## src/rtl/mem_bus_arbiter_pkg.sv

```systemverilog
// Shared types for the fetch/data AXI4-Lite bus arbiter: FSM states and requester ids.
package mem_bus_arbiter_pkg;

  typedef enum logic [2:0] {
    StIdle,
    StRdAddr,
    StRdData,
    StWrReq,
    StWrResp
  } state_e;

  localparam logic REQ_IF = 1'b0;
  localparam logic REQ_D  = 1'b1;

endpackage

```

## src/rtl/mem_bus_arbiter_rr_arb2.sv

```systemverilog
// Two-way grant logic (fetch vs data) with fixed-priority or round-robin selection.
module mem_bus_arbiter_rr_arb2
  import mem_bus_arbiter_pkg::*;
#(
  parameter int unsigned ArbMode = 1
) (
  input  logic clk,
  input  logic rst,
  input  logic req_if_i,
  input  logic req_d_i,
  input  logic en_i,
  output logic gnt_o,
  output logic gnt_id_o
);

  logic last_q, last_d;

  always_comb begin
    gnt_id_o = REQ_IF;
    if (req_if_i && req_d_i) begin
      // On a tie, round-robin favours whoever was not granted last.
      gnt_id_o = (ArbMode == 0) ? REQ_D : ~last_q;
    end else if (req_d_i) begin
      gnt_id_o = REQ_D;
    end
    gnt_o  = en_i && (req_if_i || req_d_i);
    last_d = gnt_o ? gnt_id_o : last_q;
  end

  always_ff @(posedge clk or posedge rst) begin
    if (rst) begin
      last_q <= REQ_IF;
    end else begin
      last_q <= last_d;
    end
  end

endmodule

```

## src/rtl/mem_bus_arbiter.sv

```systemverilog
// Shares one AXI4-Lite master port between instruction fetch and data load/store,
// running one transaction at a time and pulsing done to the granted requester.
module mem_bus_arbiter
  import mem_bus_arbiter_pkg::*;
#(
  parameter int unsigned ARB_MODE = 1,
  parameter int unsigned ADDR_W   = 32
) (
  input  logic              clk,
  input  logic              rst,
  input  logic              if_req,
  input  logic [ADDR_W-1:0] if_addr,
  output logic              if_done,
  input  logic              d_req,
  input  logic              d_we,
  input  logic [ADDR_W-1:0] d_addr,
  input  logic [31:0]       d_wdata,
  input  logic [3:0]        d_wstrb,
  output logic              d_done,
  output logic [31:0]       rdata,
  output logic              ARvalid,
  input  logic              ARready,
  output logic [ADDR_W-1:0] ARdata,
  input  logic              Rvalid,
  output logic              RReady,
  input  logic [31:0]       Rdata,
  output logic              AWvalid,
  input  logic              AWready,
  output logic [ADDR_W-1:0] AWdata,
  output logic              Wvalid,
  input  logic              Wready,
  output logic [31:0]       Wdata,
  output logic [3:0]        Wstrb,
  input  logic              Bvalid,
  output logic              Bready
);

  state_e            state_q, state_d;
  logic              id_q, id_d;
  logic [ADDR_W-1:0] addr_q, addr_d;
  logic [31:0]       wdata_q, wdata_d;
  logic [3:0]        wstrb_q, wstrb_d;
  logic [31:0]       rdata_q, rdata_d;
  logic              if_done_q, if_done_d;
  logic              d_done_q, d_done_d;
  logic              aw_done_q, aw_done_d;
  logic              w_done_q, w_done_d;

  logic arb_en, gnt, gnt_id;

  // No arbitration in a done cycle, so a requester still holding req is not re-granted.
  assign arb_en = (state_q == StIdle) && !if_done_q && !d_done_q;

  mem_bus_arbiter_rr_arb2 #(
    .ArbMode(ARB_MODE)
  ) u_arb (
    .clk     (clk),
    .rst     (rst),
    .req_if_i(if_req),
    .req_d_i (d_req),
    .en_i    (arb_en),
    .gnt_o   (gnt),
    .gnt_id_o(gnt_id)
  );

  assign ARvalid = (state_q == StRdAddr);
  assign ARdata  = addr_q;
  assign RReady  = (state_q == StRdData);
  assign AWvalid = (state_q == StWrReq) && !aw_done_q;
  assign AWdata  = addr_q;
  assign Wvalid  = (state_q == StWrReq) && !w_done_q;
  assign Wdata   = wdata_q;
  assign Wstrb   = wstrb_q;
  assign Bready  = (state_q == StWrResp);
  assign rdata   = rdata_q;
  assign if_done = if_done_q;
  assign d_done  = d_done_q;

  always_comb begin
    state_d   = state_q;
    id_d      = id_q;
    addr_d    = addr_q;
    wdata_d   = wdata_q;
    wstrb_d   = wstrb_q;
    rdata_d   = rdata_q;
    if_done_d = 1'b0;
    d_done_d  = 1'b0;
    aw_done_d = aw_done_q;
    w_done_d  = w_done_q;

    case (state_q)
      StIdle: begin
        if (gnt) begin
          id_d      = gnt_id;
          aw_done_d = 1'b0;
          w_done_d  = 1'b0;
          if (gnt_id == REQ_D) begin
            addr_d  = d_addr;
            wdata_d = d_wdata;
            wstrb_d = d_wstrb;
            state_d = d_we ? StWrReq : StRdAddr;
          end else begin
            addr_d  = if_addr;
            state_d = StRdAddr;
          end
        end
      end
      StRdAddr: begin
        if (ARready) state_d = StRdData;
      end
      StRdData: begin
        if (Rvalid) begin
          rdata_d = Rdata;
          state_d = StIdle;
          if (id_q == REQ_D) d_done_d = 1'b1;
          else               if_done_d = 1'b1;
        end
      end
      StWrReq: begin
        // AW and W handshake independently; move on once both have happened.
        if (AWvalid && AWready) aw_done_d = 1'b1;
        if (Wvalid && Wready)   w_done_d  = 1'b1;
        if (aw_done_d && w_done_d) state_d = StWrResp;
      end
      StWrResp: begin
        if (Bvalid) begin
          d_done_d = 1'b1;
          state_d  = StIdle;
        end
      end
      default: state_d = StIdle;
    endcase
  end

  always_ff @(posedge clk or posedge rst) begin
    if (rst) begin
      state_q   <= StIdle;
      id_q      <= REQ_IF;
      addr_q    <= '0;
      wdata_q   <= '0;
      wstrb_q   <= '0;
      rdata_q   <= '0;
      if_done_q <= 1'b0;
      d_done_q  <= 1'b0;
      aw_done_q <= 1'b0;
      w_done_q  <= 1'b0;
    end else begin
      state_q   <= state_d;
      id_q      <= id_d;
      addr_q    <= addr_d;
      wdata_q   <= wdata_d;
      wstrb_q   <= wstrb_d;
      rdata_q   <= rdata_d;
      if_done_q <= if_done_d;
      d_done_q  <= d_done_d;
      aw_done_q <= aw_done_d;
      w_done_q  <= w_done_d;
    end
  end

endmodule

```

## config.mk

```make
export PLATFORM = sky130hd
export DESIGN_NAME = mem_bus_arbiter
export DESIGN_NICKNAME = d
export VERILOG_FILES = /design/src/rtl/mem_bus_arbiter_pkg.sv /design/src/rtl/mem_bus_arbiter_rr_arb2.sv /design/src/rtl/mem_bus_arbiter.sv
export SDC_FILE = /design/constraint.sdc
export NUM_CORES = 1
export LEC_CHECK = 0
export ABC_AREA = 1
export CORE_ASPECT_RATIO = 1.1
export CORE_UTILIZATION = 35
export DETAILED_ROUTE_END_ITERATION = 16
export PLACE_DENSITY = 0.77
export RECOVER_POWER = 25
export SETUP_SLACK_MARGIN = 0.02
export SLEW_MARGIN = 20
export SYNTH_ARGS = -nofsm -noshare
export SYNTH_HDL_FRONTEND = slang
export SYNTH_SLANG_ARGS = --single-unit
```

## constraint.sdc

```tcl
create_clock -name clk -period 3.1 [get_ports clk]
set_input_delay 0.31 -clock clk [delete_from_list [all_inputs] [get_ports clk]]
set_output_delay 0.31 -clock clk [all_outputs]
set_load 0.005 [all_outputs]
```

# Word-level counts from Yosys, hierarchy flattened
# Cells that the tools add are included.
# Widths: inputs -> output; s select.
# word_totals
register_bits	109
inputBits	142
out_inout_bits	139
wordCells	67
# classes
n_eq_ne	9
muxes	25
bitwise_logic	1
reduce_logical	21
# ops
cell	n
$mux 32	1
$mux 3	5
$pmux 3 s5	1
$mux 1	13
$logic_and 1x1->1	9
$eq 3x2->1 const B	2
$ne 2x2->1 const B	3
$pmux 1 s2	3
$reduce_and 2->1	3
$reduce_and 5->1	1
$logic_not 1->1	4
$mux 2	2
$ne 2x1->1 const B	2
$eq 3x1->1 const B	1
$eq 3x3->1 const B	1
$logic_not 3->1	1
$reduce_and 3->1	1
$reduce_bool 2->1	1
$logic_or 1x1->1	1
$not 1->1	1

# Depth between registers and ports, before layout
# logic_depth
word_depth	8
depth_mapped	11
ltp_nobuf	9

# By module
# From an unflattened synthesis, not the netlist that was laid out.
# hier_totals
cells_unflattened	578
hier_area_um2	5044.8
# by_module_without_submodules
module	instances	cells_per_inst	area_each_um2
mem_bus_arbiter	1	569	4979.8
mem_bus_arbiter_rr_arb2	1	9	65.1

# Worst setup path before layout
# OpenSTA, ideal clock, no wires.
# synth_timing
path_kind	reg2reg
start	register state_q[0]
end	register wdata_q[10] (netlist: Wdata[10])
setup_time_ns	0.117
t_arrival_ns	1.344
slack_ns	1.639
stages_incl_launch_ff	12
path_buffers	3
path_cell_list	dfrtp_1 buf_6 inv_2 nand2_2 nor2_4 nand3_4 inv_2 nand2_2 buf_6 buf_6 nand2_1 nand2_1
# synth_via
elab_chain_cells	5
# synth_rtl
element	line_no	text
from (decl)	mem_bus_arbiter.sv:38	state_e state_q, state_d;
from (signal assigned)	mem_bus_arbiter.sv:137	state_q <= StIdle;
from (signal assigned)	mem_bus_arbiter.sv:148	state_q <= state_d;
$logic_not 3->1 *	mem_bus_arbiter.sv:52, mem_bus_arbiter.sv:91	
$logic_and 1x1->1 (2 in a row)	mem_bus_arbiter.sv:52	assign arb_en = (state_q == StIdle) && !if_done_q && !d_done_q;
$logic_and 1x1->1	mem_bus_arbiter_rr_arb2.sv:26	gnt_o = en_i && (req_if_i || req_d_i);
$reduce_and 3->1 (no line) *	-	
to (signal assigned)	mem_bus_arbiter.sv:151	wdata_q <= wdata_d;
to (decl)	mem_bus_arbiter.sv:41	logic [31:0] wdata_q, wdata_d;
# Mark *: on every way between the ends. The rest lies on a longest branch, timed or not.
# A chain may end at the register's enable or synchronous reset.

# Worst setup path after layout
# layout_timing
start	register state_q[0]
end	output port AWvalid
# layout_via
elab_chain_cells	2
# layout_rtl
element	line_no	text
$eq 3x2->1	mem_bus_arbiter.sv:69	assign AWvalid = (state_q == StWrReq) && !aw_done_q;
$logic_and 1x1->1	mem_bus_arbiter.sv:69	
to (decl)	mem_bus_arbiter.sv:27	output logic AWvalid,
# No other way between the ends.

==> impl_metrics.toml <==
[clock_network]
clk_latency_ns = 0.35
clk_pin_slew_ns = 0.07
cts_buffer_depth = 2
ctsResizeCount = 0
cts_hold_buf = 0
cts-buffers-inserted = 9
htreeDepth = 3
cts.sinks = 109
cts_root_buffer = "clkbuf_16"
cts_tree = "done"
post_cts_buffers = 0

[detailed_routing]
first_pass_iters = 4
avgRoutedWirePerCell_um = 15.4
via_per_inst = 4.65
wl_um = 15300
antenna_left = 0
drc = 0
dr.first_iter.drc_count = 301
vias = 4623

[die]
die_y_um = 126
die_width_um = 114
initial_utilization_pct = 36.4
placementRows = 44
ioPinCount = 281
design.core.area_um2 = 13400
die_area_um2 = 14400

[global_routing]
antenna_found_initial = 0
overflow = 0
grt_max_degree = 110
grt_pass1_wl_um = 23800
grt_pass1_vias = 4504
track_usage_pct = 21.5

[sta]
hold_viol = 0
skew_ns = 0.0103
relSlewSlack_pct = -0.399
fmax_mhz = 429
setup_viol = 0
worst_slew_pin_slew_ns = 1.51
rsz0062_at_grt = "no"
timing.hold.ws_ns = 0.428
fin_crit_sh_pct = 75.2
fin_crit_ns = 2.33
final.setup.tns_ns = 0
drv_slew = 45

[finish]
final_cell_mix = "clkdlybuf4s50_1, nand2_1, dfrtp_1"
nNetsFinal = 948
final_common_cell = "clkdlybuf4s50_1"
post_route_cells_drive_above_1_share_pct = 4.07
register_area_um2 = 2730
num_antenna_cells = 0
syn2layout_area_growth_pct = 60.5
n_fill_cell = 1204
multi_input_area_um2 = 1650

[power_and_ir_drop]
power.total_mw = 7.19
p_leak_nw = 3.60
ir_drop_v = 0.000427
cellPowerDensity_nw_per_um2 = 920

[worst_setup_path]
r2r_cells = 8
critical_path_class = "register to primary output"
cp_data_arrival_time_ns = 2.02
r2r-start = "state_q[1]"
critical_path_required_ns = 2.79
end_kind = "primary output"
crit_fanout = 7
start_kind = "register"
r2r_end = "ARdata[1]"
reg2reg_setup_slack_ns = 1.01

[hold_path]
holdPathStages = 1
min-delay-start = "id_q"
min_to = "if_done"
min_path_type = "register to register"

[logic_synthesis]
synth.net_count = 715
yosysSeqAreaShare_pct = 56.0
syn_inst = 573
ys.warnings.count = 0
ys_types = 19
avgSynthCellArea_um2 = 8.49
netlist_area_um2 = 4870
synth_seq_cells = 109

[placement]
place_congestion = 0.830
portBuffers = 280
dp_hpwl_um = 11000

[job]
cap_violations = 0

[status]
violations = "slew limit"
status = "finished with violations"
==> Yosys cell counts <==
cell      count  area [µm²]
nand2_1     192         721
dfrtp_1     109        2730
nand3_1      72         360
o21ai_0      45         225
nor2_1       38         143
buf_4        34         255
o21ai_1      21         105
clkbuf_1     17        63.8
inv_1        14        52.6
buf_2        11        55.1
buf_6         5        56.3
nand4_1       5        31.3
inv_2         3        11.3
nand2_2       2        12.5
clkinv_1      1        3.75
nand3_4       1        17.5
nor2_4        1        11.3
nor3_1        1        5.00
nor3_2        1        10.0
==> worst max-delay path, stage by stage, from the launching register on <==
cell and delay (ns):
dfrtp_1 0.50, inv_2 0.10, nor3_1 0.31, inv_1 0.10, nor2_1 0.12, clkdlybuf4s50_1 0.54
==> where the power goes <==
part           switching [mW]  leakage (nW)  internal, mW
Clock                   0.518         0.136         0.563
Sequential              0.480          1.36          2.09
Combinational            1.52          2.10          2.01
==> metal layers <==
metal	vias up	share of wire, %	track usage [%]
met3	25	7.4	5.77
met2	180	50	35.9
met5	-	0	0
met1	2141	41	26.4
met4	0	2.1	8.25
li1	2277	-	-
==> flip-flops by register name (all words and copies together) (netlist names), 3 cells and up <==
name,cells
Wstrb,4
ARdata,32
rdata,32
Wdata,32
state_q,3
==> cell type report <==
type	count	share of cell area (%)
clock inverters	4	0.304
inverters	18	0.913
multi-input cells	379	21.1
clock buffers	11	3.11
well taps	184	2.95
repair buffers	289	36.7
flip-flops and latches	109	34.9
==> logic make-up (layout without fill, tap and decap cells) <==
family / Yosys count / in the layout / share of synthesized area, %
DFF: 109 / 109 / 56.0
AOI/OAI and AO/OA: 66 / 66 / 6.79
buffers and inverters: 85 / 322 / 10.2
and+or+nand+nor: 313 / 313 / 26.9
==> how the worst max path moves through the flow <==
stage	from	endpoint	slack, ns
final	state_q[0]	AWvalid	0.77
after global routing	state_q[0]	AWvalid	0.63
after CTS	state_q[0]	AWvalid	0.76
after detailed placement	if_req	Wdata[19]	0.82
after global placement	if_req	Wdata[0]	0.88
after floorplan	rst	ARdata[0]	1.47
==> metrics by stage <==
stage                     util, %  setup slack (ns)  area [µm²]  std cells
after floorplan                 -              1.47        4870        573
after global placement       56.5             0.881        7560        979
after detailed placement     56.5             0.822        7560        979
after CTS                    58.5             0.756        7830        994
after global routing         58.4             0.634        7810        994
final                        58.4             0.768        7810        994
(Power assumes the default switching activity.)
